**src/rtl/wddl_round_sched.sv**
```systemverilog
// Phase/round sequencer for the WDDL AES datapath: walks LOAD, then NR_ROUNDS of
// precharge/evaluate/capture, then DONE. Every output comes straight from a flop.
module wddl_round_sched #(
    parameter int NR_ROUNDS   = 10,
    parameter int PRE_CYCLES  = 1,
    parameter int EVAL_CYCLES = 2
) (
    input  logic       clk,
    input  logic       rst,
    input  logic       start_i,
    input  logic       abort_i,
    output logic       busy_o,
    output logic       done_o,
    output logic       load_o,
    output logic       precharge_o,
    output logic       eval_o,
    output logic       reg_en_o,
    output logic [3:0] round_o,
    output logic       final_round_o
);

    typedef enum logic [2:0] {
        S_IDLE    = 3'd0,
        S_LOAD    = 3'd1,
        S_PRE     = 3'd2,
        S_EVAL    = 3'd3,
        S_CAPTURE = 3'd4,
        S_DONE    = 3'd5
    } state_t;

    localparam logic [3:0] PRE_M1  = 4'(PRE_CYCLES - 1);
    localparam logic [3:0] EVAL_M1 = 4'(EVAL_CYCLES - 1);
    localparam logic [3:0] NR_R    = 4'(NR_ROUNDS);

    state_t     state_q, state_d;
    logic [3:0] phase_q, phase_d;
    logic [3:0] round_q, round_d;

    logic busy_q, busy_d;
    logic done_q, done_d;
    logic load_q, load_d;
    logic pre_q, pre_d;
    logic eval_q, eval_d;
    logic reg_en_q, reg_en_d;
    logic final_q, final_d;

    // Next-state: abort outranks every normal transition outside IDLE.
    always_comb begin
        state_d = state_q;
        phase_d = phase_q;
        round_d = round_q;
        if (state_q != S_IDLE && abort_i) begin
            state_d = S_IDLE;
            phase_d = 4'd0;
            round_d = 4'd0;
        end else begin
            case (state_q)
                S_IDLE: begin
                    if (start_i && !abort_i) begin
                        state_d = S_LOAD;
                    end
                end
                S_LOAD: begin
                    state_d = S_PRE;
                    phase_d = PRE_M1;
                    round_d = 4'd1;
                end
                S_PRE: begin
                    if (phase_q == 4'd0) begin
                        state_d = S_EVAL;
                        phase_d = EVAL_M1;
                    end else begin
                        phase_d = phase_q - 4'd1;
                    end
                end
                S_EVAL: begin
                    if (phase_q == 4'd0) begin
                        state_d = S_CAPTURE;
                    end else begin
                        phase_d = phase_q - 4'd1;
                    end
                end
                S_CAPTURE: begin
                    if (round_q < NR_R) begin
                        state_d = S_PRE;
                        phase_d = PRE_M1;
                        round_d = round_q + 4'd1;
                    end else begin
                        state_d = S_DONE;
                        phase_d = 4'd0;
                        round_d = 4'd0;
                    end
                end
                S_DONE: begin
                    state_d = S_IDLE;
                end
                default: begin
                    state_d = S_IDLE;
                    phase_d = 4'd0;
                    round_d = 4'd0;
                end
            endcase
        end
    end

    // Outputs decoded from the next state so they can be registered without lag.
    always_comb begin
        busy_d   = (state_d != S_IDLE);
        done_d   = (state_d == S_DONE);
        load_d   = (state_d == S_LOAD);
        eval_d   = (state_d == S_EVAL) || (state_d == S_CAPTURE);
        pre_d    = !eval_d;
        reg_en_d = (state_d == S_CAPTURE);
        final_d  = (round_d == NR_R);
    end

    always_ff @(posedge clk or posedge rst) begin
        if (rst) begin
            state_q  <= S_IDLE;
            phase_q  <= 4'd0;
            round_q  <= 4'd0;
            busy_q   <= 1'b0;
            done_q   <= 1'b0;
            load_q   <= 1'b0;
            pre_q    <= 1'b1;
            eval_q   <= 1'b0;
            reg_en_q <= 1'b0;
            final_q  <= 1'b0;
        end else begin
            state_q  <= state_d;
            phase_q  <= phase_d;
            round_q  <= round_d;
            busy_q   <= busy_d;
            done_q   <= done_d;
            load_q   <= load_d;
            pre_q    <= pre_d;
            eval_q   <= eval_d;
            reg_en_q <= reg_en_d;
            final_q  <= final_d;
        end
    end

    assign busy_o        = busy_q;
    assign done_o        = done_q;
    assign load_o        = load_q;
    assign precharge_o   = pre_q;
    assign eval_o        = eval_q;
    assign reg_en_o      = reg_en_q;
    assign round_o       = round_q;
    assign final_round_o = final_q;

endmodule

```
**config.mk**
```make
export PLATFORM = sky130hd
export DESIGN_NAME = wddl_round_sched
export DESIGN_NICKNAME = d
export VERILOG_FILES = /design/src/rtl/wddl_round_sched.sv
export SDC_FILE = /design/constraint.sdc
export NUM_CORES = 1
export LEC_CHECK = 0
export ABC_AREA = 1
export BUFFER_PORTS_ARGS = -buffer_cell sky130_fd_sc_hd__buf_2
export CELL_PAD_IN_SITES_DETAIL_PLACEMENT = 0
export CELL_PAD_IN_SITES_GLOBAL_PLACEMENT = 1
export CORE_UTILIZATION = 30
export CTS_CLUSTER_SIZE = 40
export DETAILED_ROUTE_END_ITERATION = 16
export GPL_ROUTABILITY_DRIVEN = 0
export HOLD_SLACK_MARGIN = 0.12
export MAX_ROUTING_LAYER = met4
export PLACE_DENSITY = 0.7
export SLEW_MARGIN = 10
export SYNTH_ARGS = -nofsm -noshare
export SYNTH_HDL_FRONTEND = slang
export SYNTH_SLANG_ARGS = --single-unit
export TNS_END_PERCENT = 20
```
**constraint.sdc**
```tcl
create_clock -name clk -period 1.65 [get_ports clk]
set_input_delay 0.165 -clock clk [delete_from_list [all_inputs] [get_ports clk]]
set_output_delay 0.165 -clock clk [all_outputs]
set_load 0.03 [all_outputs]
```
Word-level counts from Yosys, hierarchy flattened --
Index checks and enable logic that the tools add are counted.
Word-level totals: register bits after elaboration 18, output and inout bits 11
Cells by class: add/subtract/negate cells 2, order comparisons 1, equality and inequality tests 12, muxes and demuxes 13, reductions and logical operators 12
Operators by type and width (count):
- 4-bit case mux with 3 select lines | 2
- 4-bit two-way mux | 5
- 3-bit two-way mux | 5
- 3-bit case mux with 5 select lines | 1
- 3-bit == test, second input constant | 4
- 3-bit by 2-bit == test with 1-bit output, second input constant | 3
- 3-bit by 1-bit == test with 1-bit output, second input constant | 2
- 3-bit nonzero test | 2
- 4-bit by 1-bit adder with 4-bit output, second input constant | 1
- 4-bit == test, second input constant | 1
- 4-bit zero test | 1
- 4-bit < comparator, second input constant | 1
- 4-bit OR reduction | 1
- 4-bit by 1-bit subtractor with 4-bit output, second input constant | 1
- 3-bit zero test | 1
- 3-bit != test, second input constant | 1
- 1-bit logical AND | 2
- 1-bit zero test | 2
- 2-bit by 1-bit != test with 1-bit output, second input constant | 1
- 2-bit AND reduction | 1
- 2-bit OR reduction | 1
- 1-bit logical OR | 1

Longest topological paths before layout --
word-level depth 8, gate-level depth with buffers 9, mapped depth without buffers 9

Worst setup path after synthesis --
OpenSTA, ideal clock, no wires.
kind register to register, start reg round_q[2] (netlist: round_o[2]), end reg busy_q (netlist: busy_o), library setup time 0.126 ns, data arrival time 1.208 ns, setup slack 0.316 ns, cell stages (with the launch flop) 7, path buffers 0, cell sequence dfrtp_1 -> o21ai_0 -> nor2_1 -> nor2_1 -> nand2_2 -> nand2_1 -> nand3_1
Between the ends: longest elaborated chain between the ends 5
Ends and longest elaborated chain:
- start, declared | RTL line 37 | logic [3:0] round_q, round_d;
- start signal, assigned | RTL line 132 | round_q <= round_d;
- 4-bit < comparator | RTL line 84 | if (round_q < NR_R) begin
- 3-bit two-way mux | RTL line 84
- 3-bit case mux with 5 select lines | RTL line 57 | case (state_q)
- 3-bit two-way mux | RTL line 52 | if (state_q != S_IDLE && abort_i) begin
- 3-bit nonzero test | RTL line 108 | busy_d = (state_d != S_IDLE);
- named net busy_d | RTL line 39 | logic busy_q, busy_d;
- end signal, assigned | RTL line 133 | busy_q <= busy_d;
- end, declared | RTL line 39
The timed path passes the listed nets, and every way through them passes these cells. A chain may end at the register's enable or synchronous reset.

Worst setup path in the final report --
start reg phase_q[0], end reg phase_q[2]
Between the ends: longest elaborated chain between the ends 4, elaborated cells on any way between the ends 8, classes of those cells add/sub (1); eq/ne (1); mux (4); reduce/logical (2)
Ends and longest elaborated chain:
- start, declared | RTL line 36 | logic [3:0] phase_q, phase_d;
- start signal, assigned | RTL line 131 | phase_q <= phase_d;
- 4-bit by 1-bit subtractor with 4-bit output / 4-bit zero test (equally long branches)
- 4-bit two-way mux, on equally long branches | RTL line 77, 69
- 4-bit case mux with 3 select lines | RTL line 57
- 4-bit two-way mux | RTL line 52
Several ways; a longest one is shown, not always the timed one. The select of a mux whose other input is x is not followed.

==> flow_metrics.env <==
export IMPL_grt_busiest_layer="met2"
export IMPL_vias_in_the_first_global_route=818
export IMPL_die_x_um=60.34
export IMPL_clock_latency_ns=0.30
export IMPL_clock_fmax_mhz=693.6
export IMPL_hold_sp="abort_i"
export IMPL_remaining_drc_errors=0
export IMPL_critPathMaxStageDelay_ns=0.39
export IMPL_cts_setup_buffers=0
export IMPL_timing_final_hold_violations=0
export IMPL_ys_seq_area_share_pct=44.24
export IMPL_critical_path_startpoint_type="register"
export IMPL_setup_viol_count_final=0
export IMPL_crit_fanout=7
export IMPL_use_met1_pct=20.83
export IMPL_regToRegSetupSlack_ns=0.21
export IMPL_detailed_place_hpwl_um=1682
export IMPL_n_fill_cell=319
export IMPL_crit_path_max_delay_cell_type="sky130_fd_sc_hd__dfrtp_1"
export IMPL_timing_worst_slew_pin_value_ns=0.7039
export IMPL_arrival_ns=1.62
export IMPL_buffer_ports_inserted=14
export IMPL_p_per_area_mw_per_mm2=1603
export IMPL_ctsRootBufferMaster="sky130_fd_sc_hd__clkbuf_4"
export IMPL_detail_route_antenna_nets=0
export IMPL_dp_worst_setup_slack_ns=0.2169
export IMPL_detail_route_iter0_violations=19
export IMPL_ys_types=20
export IMPL_cts_tree="done"
export IMPL_fraction_of_final_layout_cells_sized_beyond_drive_strength_1_pct=21.43
export IMPL_leakagePower_uw=0.0006604
export IMPL_cts_path_max_buffers=2
export IMPL_dpl_instance_area_mm2=0.001146
export IMPL_use_met2_pct=21.19
export IMPL_cp_end_kind="register"
export IMPL_hold_ws_ns=0.2195
export IMPL_reg2reg_from="phase_q[0]"
export IMPL_grt_total_usage_pct=14.60
export IMPL_path_buf_inv=2
export IMPL_largest_voltage_drop_on_the_vdd_net_uv=662.2
export IMPL_cp_top_family="simple AND/OR/NAND/NOR gates"
export IMPL_numClockSinks=18
export IMPL_area_growth_syn_to_layout_pct=16.79
export IMPL_timing_hold_worst_endpoint="round_o[3]"
export IMPL_n_antenna_cell=0
export IMPL_synthesized_nets=141
export IMPL_holdPathStages=4
export IMPL_r2r_worst_path_cells=8
export IMPL_initial_utilization_pct=32.64
export IMPL_netSwitchingPower_uw=929.3
export IMPL_period_minus_slack_ns=1.442
export IMPL_final_max_slew_violation_count=0
export IMPL_yosys_register_bits=18
export IMPL_fin_setup_tns_ns=0
export IMPL_timing_critical_path_cells="inv_1 > ha_1 > nand2_1 > inv_1 > nand3_4 > nand2_2 > nand2_1 > o21ai_0"
export IMPL_routed_wl_um=2116
export IMPL_yosys_warnings=0
export IMPL_tritoncts_num_buffers=3
export IMPL_synth_async_sr_flop_share_pct=100.0
export IMPL_setup_slack_ns=0.2083
export IMPL_drv_cap=0
export IMPL_syn_instance_count=135
export IMPL_r2r_end="phase_q[2]"
export IMPL_core_area_mm2=0.003128
export IMPL_die_h_um=60.34
export IMPL_seq_power_share_pct=33.9
export IMPL_synth_edff_count=0
export IMPL_synthesis_area_mm2=0.001021
export IMPL_drt_pass1_iterations=4
export IMPL_floorplan_die_area_mm2=0.003640
export IMPL_clkTransAtPathRegs_ns=0.11
export IMPL_layout_worst_path_cycle_share_pct=87.37
export IMPL_boundaryPins=15
export IMPL_rsz0062_at_grt="no"
export IMPL_relSlewSlack_pct=53.02
export IMPL_number_of_antenna_violations_at_the_first_check_in_global_routing=0
export IMPL_critPathKind="register to register"
export IMPL_vias_per_cell=4.354
export IMPL_worst_clock_skew_ns=0.01035
export IMPL_grt_first_pass_wirelength_um=3719
export IMPL_power_switching_share_pct=48.61
export IMPL_holdBufCountCts=1
export IMPL_status="completed"
export IMPL_placement_rows=20
export IMPL_synth_ff_type="sky130_fd_sc_hd__dfrtp_1"
export IMPL_detailroute_via_count=862
export IMPL_hp_class="input pin to register"
export IMPL_worstPathRequired_ns=1.83
export IMPL_pint_uw=982.5
export IMPL_final_nets=161
export IMPL_grt_max_degree=19
export IMPL_power_share_clock_pct=14.6
export IMPL_routedWlPerCell_um=10.69
export IMPL_finalCoreUtilization_pct=38.12
export IMPL_fin_area_mm2=0.001192
export IMPL_synth_avg_cell_area_um2=7.563
export IMPL_cts_repair_resize_count=0
export IMPL_comb_power_share_pct=51.5
export IMPL_grt_overflow=0
export IMPL_grt_use_met3_pct=1.919
export IMPL_cts_htree_levels=1
==> layer usage <==
metal  wire (um)  share of wire, %  vias to the layer above
li1            -                 -                      452
met1        1107                52                      393
met2         918                43                       13
met3          51               2.4                        4
met4          38               1.8                        0
met5           0                 0                        -
==> synth_stat cells (2+ instances only) <==
master / count / area (um^2)
sky130_fd_sc_hd__nand2_1: 31 / 116.4
sky130_fd_sc_hd__inv_1: 23 / 86.33
sky130_fd_sc_hd__nor2_1: 21 / 78.83
sky130_fd_sc_hd__dfrtp_1: 17 / 425.4
sky130_fd_sc_hd__nand3_1: 11 / 55.05
sky130_fd_sc_hd__o21ai_0: 7 / 35.03
sky130_fd_sc_hd__nand2_2: 6 / 37.54
sky130_fd_sc_hd__nor2_4: 3 / 33.78
sky130_fd_sc_hd__o21ai_1: 3 / 15.01
sky130_fd_sc_hd__ha_1: 2 / 25.02
sky130_fd_sc_hd__xor2_1: 2 / 17.52
==> cell families (layout without fill, tap and decap cells) <==
group                    count (synthesis)  count (layout)  synth area share, %
AO/OA/AOI/OAI                           11              11                5.637
XOR/XNOR                                 2               2                1.716
adder cells (fa/ha/maj)                  2               2                2.451
buffers and inverters                   24              43                8.823
flip-flops                              18              18                44.24
AND/OR/NAND/NOR                         78              78                37.13
==> placed cells by master (no fill, tap or decap) <==
| cell type | count |
|---|---|
| sky130_fd_sc_hd__a21boi_0 | 1 |
| sky130_fd_sc_hd__buf_2 | 14 |
| sky130_fd_sc_hd__clkbuf_4 | 3 |
| sky130_fd_sc_hd__clkbuf_8 | 1 |
| sky130_fd_sc_hd__dfrtp_1 | 17 |
| sky130_fd_sc_hd__dfstp_2 | 1 |
| sky130_fd_sc_hd__dlygate4sd3_1 | 1 |
| sky130_fd_sc_hd__ha_1 | 2 |
| sky130_fd_sc_hd__inv_1 | 23 |
| sky130_fd_sc_hd__inv_2 | 1 |
| sky130_fd_sc_hd__nand2_1 | 31 |
| sky130_fd_sc_hd__nand2_2 | 6 |
| sky130_fd_sc_hd__nand2_4 | 1 |
| sky130_fd_sc_hd__nand3_1 | 11 |
| sky130_fd_sc_hd__nand3_2 | 1 |
| sky130_fd_sc_hd__nand3_4 | 1 |
| sky130_fd_sc_hd__nand3b_1 | 1 |
| sky130_fd_sc_hd__nor2_1 | 21 |
| sky130_fd_sc_hd__nor2_2 | 1 |
| sky130_fd_sc_hd__nor2_4 | 3 |
| sky130_fd_sc_hd__nor3_1 | 1 |
| sky130_fd_sc_hd__o21ai_0 | 7 |
| sky130_fd_sc_hd__o21ai_1 | 3 |
| sky130_fd_sc_hd__xor2_1 | 2 |
==> flip-flops by register name, summed over array words and instances (netlist names) <==
register       count
load_o             1
precharge_o        1
busy_o             1
state_q            3
reg_en_o           1
round_o            4
final_round_o      1
eval_o             1
phase_q            4
done_o             1
==> power by group through the flow <==
stage / sequential [uW] / clock, uW / combinational, uW
finish: 648 / 279 / 985
global route: 664 / 308 / 1140
CTS: 649 / 288 / 1000
detailed placement: 658 / 0 / 994
global placement: 656 / 0 / 987
floorplan: 734 / 0 / 689
==> how the worst max path moves through the flow <==
stage | startpoint | endpoint | cells after the start
finish | phase_q[0] | phase_q[2] | 8
global placement | phase_q[0] | phase_q[3] | 8
global route | phase_q[0] | phase_q[1] | 8
detailed placement | phase_q[0] | phase_q[2] | 8
CTS | phase_q[0] | phase_q[2] | 8
floorplan | round_o[2] | busy_o | 6
==> tightest hold or removal path: stages <==
cell and delay, ns:
sky130_fd_sc_hd__buf_2 0.13, sky130_fd_sc_hd__a21boi_0 0.09, sky130_fd_sc_hd__nand2_1 0.05, sky130_fd_sc_hd__nor2_1 0.05
==> layout make-up <==
cell class	count	area [um^2]	share of cell area, %
Timing Repair Buffer	15	80.08	6.716
Clock buffer	4	36.28	3.043
Inverter	24	90.09	7.555
Tap cell	44	55.05	4.617
Multi-Input combinational cell	93	479.2	40.19
Sequential cell	18	451.7	37.88
==> stage by stage <==
step                      total power [uW]  instances
after floorplan                       1424        135
after global placement                1643        193
after detailed placement              1652        193
after CTS                             1938        198
after global routing                  2115        198
final                                 1912        198
(Power assumes the default switching activity.)
